--- config.mk ---
export PLATFORM = sky130hd
export DESIGN_NAME = route_share_arb_flat
export DESIGN_NICKNAME = d
export VERILOG_FILES = /design/src/rtl/route_share_arb_if.sv /design/src/rtl/route_share_arb.sv /design/src/flat_wrapper.sv
export SDC_FILE = /design/constraint.sdc
export NUM_CORES = 1
export LEC_CHECK = 0
export ABC_AREA = 1
export CORE_MARGIN = 1
export CORE_UTILIZATION = 48
export CTS_BUF_LIST = sky130_fd_sc_hd__clkbuf_4 sky130_fd_sc_hd__clkbuf_8
export CTS_CLUSTER_SIZE = 10
export DETAILED_ROUTE_END_ITERATION = 7
export GPL_ROUTABILITY_DRIVEN = 0
export PLACE_DENSITY = 0.82
export SLEW_MARGIN = 10
export SYNTH_ARGS = -nofsm -noshare
export SYNTH_HDL_FRONTEND = slang
export SYNTH_SLANG_ARGS = --single-unit
--- constraint.sdc ---
create_clock -name clk -period 2.2 [get_ports clk]
set_input_delay 0.22 -clock clk [delete_from_list [all_inputs] [get_ports clk]]
set_output_delay 0.22 -clock clk [all_outputs]
set_load 0.01 [all_outputs]
--- src/rtl/route_share_arb_if.sv ---
// Beat interface between the per-region sources, the shared route channel and the far-side sink.
interface route_share_arb_if #(
    parameter int DATA_W = 8
);
    logic [3:0]          req_valid;
    logic [4*DATA_W-1:0] req_data;
    logic [3:0]          req_ready;
    logic                out_valid;
    logic [DATA_W-1:0]   out_data;
    logic [1:0]          out_id;
    logic                out_ready;
    logic                busy;

    modport master (
        output req_valid, req_data, out_ready,
        input  req_ready, out_valid, out_data, out_id, busy
    );

    modport slave (
        input  req_valid, req_data, out_ready,
        output req_ready, out_valid, out_data, out_id, busy
    );
endinterface

--- src/rtl/route_share_arb.sv ---
// Round-robin arbiter over four requesters feeding a PIPE_STAGES-deep shared channel; a beat accepted at edge k
// is on out after edge k+PIPE_STAGES-1; a stalled output freezes every stage and drops all req_ready.
module route_share_arb #(
    parameter int DATA_W      = 8,
    parameter int PIPE_STAGES = 2
) (
    input logic              clk,
    input logic              rst_n,
    route_share_arb_if.slave bus
);
    typedef struct packed {
        logic              vld;
        logic [1:0]        id;
        logic [DATA_W-1:0] dat;
    } stage_t;

    stage_t     pipe [PIPE_STAGES];
    stage_t     in_beat;
    logic [1:0] ptr;
    logic [1:0] grant;
    logic [1:0] idx;
    logic       grant_vld;
    logic       advance;
    logic       busy_any;

    // Global stall: the channel only moves when the tail can drain.
    assign advance = bus.out_ready | ~pipe[PIPE_STAGES-1].vld;

    // Scan from the farthest offset down so the nearest requester after ptr wins.
    always_comb begin
        grant     = ptr;
        grant_vld = 1'b0;
        idx       = ptr;
        for (int k = 3; k >= 0; k--) begin
            idx = ptr + 2'(k);
            if (bus.req_valid[idx]) begin
                grant     = idx;
                grant_vld = 1'b1;
            end
        end
    end

    always_comb begin
        in_beat = '0;
        if (grant_vld) begin
            in_beat.vld = 1'b1;
            in_beat.id  = grant;
            in_beat.dat = bus.req_data[int'(grant) * DATA_W +: DATA_W];
        end
    end

    assign bus.req_ready = (rst_n & advance & grant_vld) ? (4'b0001 << grant) : 4'b0000;

    always_ff @(posedge clk or negedge rst_n) begin
        if (!rst_n) begin
            ptr <= 2'd0;
            for (int i = 0; i < PIPE_STAGES; i++) begin
                pipe[i] <= '0;
            end
        end else if (advance) begin
            pipe[0] <= in_beat;
            for (int i = 1; i < PIPE_STAGES; i++) begin
                pipe[i] <= pipe[i-1];
            end
            if (grant_vld) begin
                ptr <= grant + 2'd1;
            end
        end
    end

    always_comb begin
        busy_any = 1'b0;
        for (int i = 0; i < PIPE_STAGES; i++) begin
            busy_any = busy_any | pipe[i].vld;
        end
    end

    assign bus.out_valid = pipe[PIPE_STAGES-1].vld;
    assign bus.out_data  = pipe[PIPE_STAGES-1].dat;
    assign bus.out_id    = pipe[PIPE_STAGES-1].id;
    assign bus.busy      = busy_any;
endmodule

--- src/flat_wrapper.sv ---
// flat-port wrapper written by rule: the top's interface ports become plain ports
module route_share_arb_flat 
#(
    parameter int DATA_W      = 8,
    parameter int PIPE_STAGES = 2
)
  (clk, rst_n, bus_req_valid, bus_req_data, bus_out_ready, bus_req_ready, bus_out_valid, bus_out_data, bus_out_id, bus_busy);
  route_share_arb_if #(.DATA_W(DATA_W)) bus_i ();
  input logic clk;
  input logic rst_n;
  input wire logic [$bits(bus_i.req_valid)-1:0] bus_req_valid;
  input wire logic [$bits(bus_i.req_data)-1:0] bus_req_data;
  input wire logic [$bits(bus_i.out_ready)-1:0] bus_out_ready;
  output wire logic [$bits(bus_i.req_ready)-1:0] bus_req_ready;
  output wire logic [$bits(bus_i.out_valid)-1:0] bus_out_valid;
  output wire logic [$bits(bus_i.out_data)-1:0] bus_out_data;
  output wire logic [$bits(bus_i.out_id)-1:0] bus_out_id;
  output wire logic [$bits(bus_i.busy)-1:0] bus_busy;
  assign bus_i.req_valid = bus_req_valid;
  assign bus_i.req_data = bus_req_data;
  assign bus_i.out_ready = bus_out_ready;
  assign bus_req_ready = bus_i.req_ready;
  assign bus_out_valid = bus_i.out_valid;
  assign bus_out_data = bus_i.out_data;
  assign bus_out_id = bus_i.out_id;
  assign bus_busy = bus_i.busy;
  route_share_arb #(.DATA_W(DATA_W), .PIPE_STAGES(PIPE_STAGES)) u_core (.clk(clk), .rst_n(rst_n), .bus(bus_i));
endmodule
==> results of run 1 <==
layout by cell type, fill, tap and decap left out, types with 5 or more instances in the layout:
master	synthesis	routed
buf_4	12	25
buf_6	3	5
clkdlybuf4s50_1	0	50
dfrtp_1	24	22
inv_1	14	11
nand2_1	68	58
nand2_2	24	27
nand2_4	4	11
nand3_1	31	29
nand3_2	16	17
nor2_1	6	5
stage by stage:
| step | hold slack [ns] | util (%) |
|---|---|---|
| final | 0.380 | 75.4 |
| after global placement | 0.444 | 69.4 |
| after detailed placement | 0.452 | 69.4 |
| after floorplan | -0.0756 | - |
| after CTS | 0.388 | 72.4 |
| after global routing | 0.403 | 75.4 |
path summary, 6_finish.rpt:
path	to	cells after the start	slack [ns]
max reg2reg	u_core.pipe[15]	14	0.17
min	u_core.bus.out_data[6]	2	0.38
max	bus_req_ready[2]	14	-0.17
max in group asynchronous	u_core.ptr[1]	2	1.58
min in group clk	u_core.bus.out_data[6]	2	0.48
min reg2reg	u_core.bus.out_data[6]	2	0.48
routing by layer:
metal	wire, um	track usage (%)	share of wire (%)
met1	1890	30.2	42
met2	2240	36.8	50
met4	174	10.8	3.9
met5	0	0	0
met3	164	1.28	3.7
cells by family after synthesis:
logic type	Yosys count	synth area share, %
AOI/OAI and AO/OA	8	2.57
adders and majority gates	4	2.85
and+or+nand+nor	151	47.1
DFF	24	34.2
buffers and inverters	39	13.3
cell type report:
class / count / area (um^2)
inverters: 20 / 88.8
flip-flops and latches: 24 / 603
clock buffers: 3 / 22.5
repair buffers: 83 / 759
fillers: 247 / 841
multi-input cells: 163 / 1040
well taps: 46 / 57.6
where the power goes:
group	internal, uW	total (uW)	switching [uW]
Sequential	663	809	145
Clock	63.8	180	116
Combinational	1480	3360	1880
flip-flops by register name, summed over array words and instances, names as in the netlist:
name	flops
u_core.pipe	11
u_core.bus.out_data	8
u_core.bus.out_id	2
u_core.ptr	2
u_core.bus.out_valid	1
worst max-delay path, stage by stage, from the launching register on:
cell and delay, ns:
dfrtp_2 0.49, buf_6 0.15, o21ai_4 0.17, nand2_1 0.10, nand2_2 0.07, nand2_2 0.06
nand2_4 0.08, nand2_4 0.05, nand2_4 0.10, nand2_8 0.07, inv_6 0.07, ha_4 0.14
inv_2 0.04, nor2_4 0.12, buf_6 0.13
what timing repair did:
action / in CTS / in global routing
pin swaps: 14 / 18
endpoints found under the setup margin: 4 / 4
gates resized for setup: 38 / 24
setup buffers: 3 / 3
==> out/results.ini, run 1 <==
[outcome]
status = finished with violations
violations = negative setup slack

[floorplan]
die_w_um = 62.5
row_count = 21
core_area_um2 = 3420
dieHeight_um = 62.5
dieArea_um2 = 3900
initial_core_util_pct = 51.4
io-pin-count = 55

[power]
power_leakage_uw = 0.00126
vdd_ir_drop_max_mv = 0.975
p_per_area_nw_per_um2 = 1690
fin_total_pwr_uw = 4350

[yosys]
netlist_top_cells_area = dfrtp_1, nand2_1, nand3_2, nand3_1, nand2_2
yosysSeqAreaShare_pct = 34.2
netlist_area_um2 = 1750
synth.top_cell.area_share_pct = 34.2
ys_types = 22
synthTopCellsByCount = nand2_1, nand3_1, dfrtp_1, nand2_2, nand3_2
yosysMostFrequentCell = nand2_1
synth_cells = 226
ys_ff_latch = 24
syn_avg_cell_area_um2 = 7.76
syn-num-nets = 269
ys.flop_type = dfrtp_1
synth.largest_area_cell = dfrtp_1
async_reset_ff_share_pct = 100
synth_edf_count = 0
synth_warnings = 0

[clock_network]
htree_levels = 1
cts_root_buf = clkbuf_4
clk_latency_ns = 0.30
cts_sinks = 24
cts_tree = yes
numCtsBuffers = 3
clk_path_buf_depth = 2
ctsHoldBuffers = 0
clk_pin_slew_ns = 0.12

[route]
drtIter0Drc = 53
wl_per_cell_um = 13.2
finalWirelength_um = 4480
via_per_inst = 4.98
vias = 1687
detail_route.first_pass.iterations = 4
drc = 0
ant_nets = 0

[finish]
syn2layout_area_growth_pct = 46.8
diodes = 0
stdcell_area_um2 = 2570
final_cells = 339
final_nets = 338
drive_above_1_share_pct = 37.9

[grt]
grt_max_degree = 25
grt_pass1_vias = 1514
antenna_found_initial = 0
grt_pass1_wl_um = 6960
gr-total-overflow = 0
track_usage_pct = 22.4

[sta]
tns_ns = -0.437
finClkSkew_ns = 0.00280
postLayoutSetupSlackWorst_ns = -0.175
fmax_mhz = 421
worst_slew_pin_slew_ns = 0.283
rsz0062_at_grt = true
post-route-period-util_pct = 108
finalHoldViolCount = 0
drv_slew = 0
fin_crit_ns = 2.37
worst_slew_margin_rel_pct = 81.1
setup-violations-final = 4

[place]
placed_area_um2 = 2370
dpl.hpwl_um = 3010
io_buffers = 54
dp_slack_ns = -0.404
placedCellCount = 330

[setup_path]
critPathArrivalTime_ns = 2.15
cp-start-kind = flop
path_max_fanout = 5
worst_setup_path_end_kind = primary output
cp.required_ns = 1.98
path_class = flop to primary output
startpoint = u_core.ptr[0]
r2r-start = u_core.ptr[0]

[hold_path]
hp-class = primary input to asynchronous set/reset pin

[job]
max_cap_viol_count = 0

Power figures use the tool's default switching activity.
==> run 2: changes to the inputs <==
--- a/config.mk
+++ b/config.mk
@@ -6,6 +6,8 @@
 export NUM_CORES = 1
 export LEC_CHECK = 0
 export ABC_AREA = 1
+export CAP_MARGIN = 20
+export CORE_ASPECT_RATIO = 2
 export CORE_MARGIN = 1
 export CORE_UTILIZATION = 48
 export CTS_BUF_LIST = sky130_fd_sc_hd__clkbuf_4 sky130_fd_sc_hd__clkbuf_8
==> run 2 against run 1 <==
The flow now finishes without violations. Global-route usage grew 0.67 points. Clock skew fell by 0.0010 ns. Critical path depth decreased by 2. Largest cell class unchanged.
==> out/results.ini, run 2 (synthesis results as in run 1) <==
[outcome]
status = finished, final reports clean

[sta]
postLayoutSetupSlackWorst_ns = 0.0120  ; +0.187 ns
worst_slew_pin_slew_ns = 0.289  ; +0.00651 ns
worst_slew_margin_rel_pct = 80.7  ; -0.43 points
fin_crit_ns = 2.19  ; -0.187 ns
setup-violations-final = 0  ; -4
finClkSkew_ns = 0.00178  ; -0.00102 ns
hold-worst-slack_ns = 0.343  ; -0.0366 ns
fmax_mhz = 457  ; +8.5%
finalHoldViolCount = 0  ; unchanged
drv_slew = 0  ; unchanged
rsz0062_at_grt = true
post-route-period-util_pct = 99.5  ; -8.5 points

[place]
dp_slack_ns = -0.376  ; +0.0286 ns
dpl.hpwl_um = 3120  ; +3.5%
io_buffers = 54  ; unchanged

[floorplan]
dieHeight_um = 87.5  ; +40%
die_w_um = 44.7  ; -28%
row_count = 30  ; +43%
io-pin-count = 55  ; unchanged
dieArea_um2 = 3910  ; +0.38%
core_area_um2 = 3450  ; +1.1%
initial_core_util_pct = 50.8  ; -0.56 points

[power]
vdd_ir_drop_max_mv = 1.25  ; +28%
power_leakage_uw = 0.00121  ; -3.6%
p_per_area_nw_per_um2 = 1650  ; -2.2%

[route]
drtIter0Drc = 14  ; -74%
finalWirelength_um = 4000  ; -11%
vias = 1618  ; -4.1%
drc = 0  ; unchanged
detail_route.first_pass.iterations = 4  ; unchanged
wl_per_cell_um = 12.0  ; -9.2%
ant_nets = 0  ; unchanged
via_per_inst = 4.84  ; -2.7%

[finish]
final_common_cell = nand2_1
diodes = 0  ; unchanged
regArea_um2 = 602  ; -0.21%
final_cell_mix = nand2_1, clkdlybuf4s50_1, nand3_1
regMostFlops = u_core.pipe
final_nets = 331  ; -2.1%
fill_cells = 287  ; +16%
largest_reg_flops = 11  ; unchanged
syn2layout_area_growth_pct = 41.7
multiInputGateArea_um2 = 996  ; -4.6%
drive_above_1_share_pct = 33.9  ; -4.0 points

[grt]
grt_pass1_vias = 1714  ; +13%
track_usage_pct = 23.1  ; +0.67 points
antenna_found_initial = 0  ; unchanged
gr-total-overflow = 0  ; unchanged
grt_max_degree = 25  ; unchanged
grt_pass1_wl_um = 6800  ; -2.3%

[clock_network]
clk_latency_ns = 0.25  ; -0.05 ns
ctsHoldBuffers = 0  ; unchanged
cts_sinks = 24  ; unchanged
cts_root_buf = clkbuf_8
numCtsBuffers = 3  ; unchanged
clk_path_buf_depth = 2  ; unchanged
clk_pin_slew_ns = 0.07  ; -0.05 ns
cts_tree = yes
htree_levels = 1  ; unchanged

[setup_path]
crit_end = bus_req_ready[1]
path_max_fanout = 7  ; +2
critPathArrivalTime_ns = 1.97  ; -0.18 ns
reg2reg_depth = 14  ; unchanged
r2r-start = u_core.ptr[0]
cp.required_ns = 1.98  ; about the same
r2r_end = u_core.pipe[18]
worst_setup_path_end_kind = primary output
rrSetupSlack_ns = 0.26  ; +0.09 ns
path_class = flop to primary output
cp-start-kind = flop
startpoint = u_core.ptr[0]

[hold_path]
hp-class = primary input to asynchronous set/reset pin

[job]
max_cap_viol_count = 0  ; unchanged

[run 2: cell count changes in the layout (fill, tap and decap cells not counted), moves of 2 or more]
cell / previous run / this run
ha_2: 2 / 0
buf_6: 5 / 0
buf_4: 25 / 21
inv_2: 4 / 8
clkbuf_8: 0 / 3
nand2_1: 58 / 63
inv_4: 3 / 0
clkbuf_4: 3 / 0
nand2_4: 11 / 6
[run 2: layer usage]
metal | wire length, um | track usage (%) | vias to the layer above
li1 | - | - | 821
met1 | 1470 | 23.7 | 738
met2 | 2330 | 41.6 | 45
met3 | 60 | 1.87 | 14
met4 | 145 | 16.3 | 0
met5 | 0 | 0 | -
[run 2: final cells by class]
| cell class | instances | area share [%] |
|---|---|---|
| Clock buffer | 3 | 1.66 |
| Inverter | 20 | 3.52 |
| Multi-Input combinational cell | 163 | 40.1 |
| Sequential cell | 24 | 24.2 |
| Tap cell | 48 | 2.42 |
| Timing Repair Buffer | 76 | 28.1 |
[run 2: worst max-delay path: stages (launching register included)]
cell,delay [ns]
dfrtp_2,0.45
buf_12,0.16
o21ai_4,0.17
nand2_2,0.07
nand2_2,0.07
nand2_2,0.06
nand2_4,0.09
nand3_4,0.11
nand2_8,0.11
ha_1,0.16
inv_1,0.04
nor2_1,0.08
buf_2,0.13
[run 2: what timing repair did]
action / in CTS / in global routing
resized for setup: 23 / 20
pin swaps: 3 / 17
cloned: 0 / 0
hold endpoints to repair: 0 / 0
setup buffers: 3 / 0
setup endpoints to repair: 4 / 4
[run 2: worst min path at each step]
stage	slack, ns	end	from
floorplan	-0.08	u_core.bus.out_data[0]	rst_n
global placement	0.45	u_core.bus.out_valid	u_core.pipe[21]
detailed placement	0.45	u_core.bus.out_valid	u_core.pipe[21]
CTS	0.35	u_core.pipe[21]	rst_n
global route	0.37	u_core.bus.out_valid	rst_n
finish	0.34	u_core.bus.out_valid	rst_n
[run 2: through the flow]
step           total power, uW  util, %  area (um^2)  setup TNS (ns)  std cells
6_report                  4110     72.0         2480               0        334
3_3_place_gp              3490     68.4         2360           -1.24        329
2_1_floorplan             2870        -         1750               0        226
3_5_place_dp              3560     68.4         2360           -1.34        329
5_1_grt                   4480     72.0         2480          -0.410        334
4_1_cts                   3900     70.1         2420               0        334
[run 2: report_power, final]
group          leakage, uW  internal (uW)  total [uW]  switching (uW)
Combinational     0.000899           1330        3080            1750
Clock            0.0000216            122         241             119
Sequential        0.000290            663         784             121
Total              0.00121           2120        4110            1990
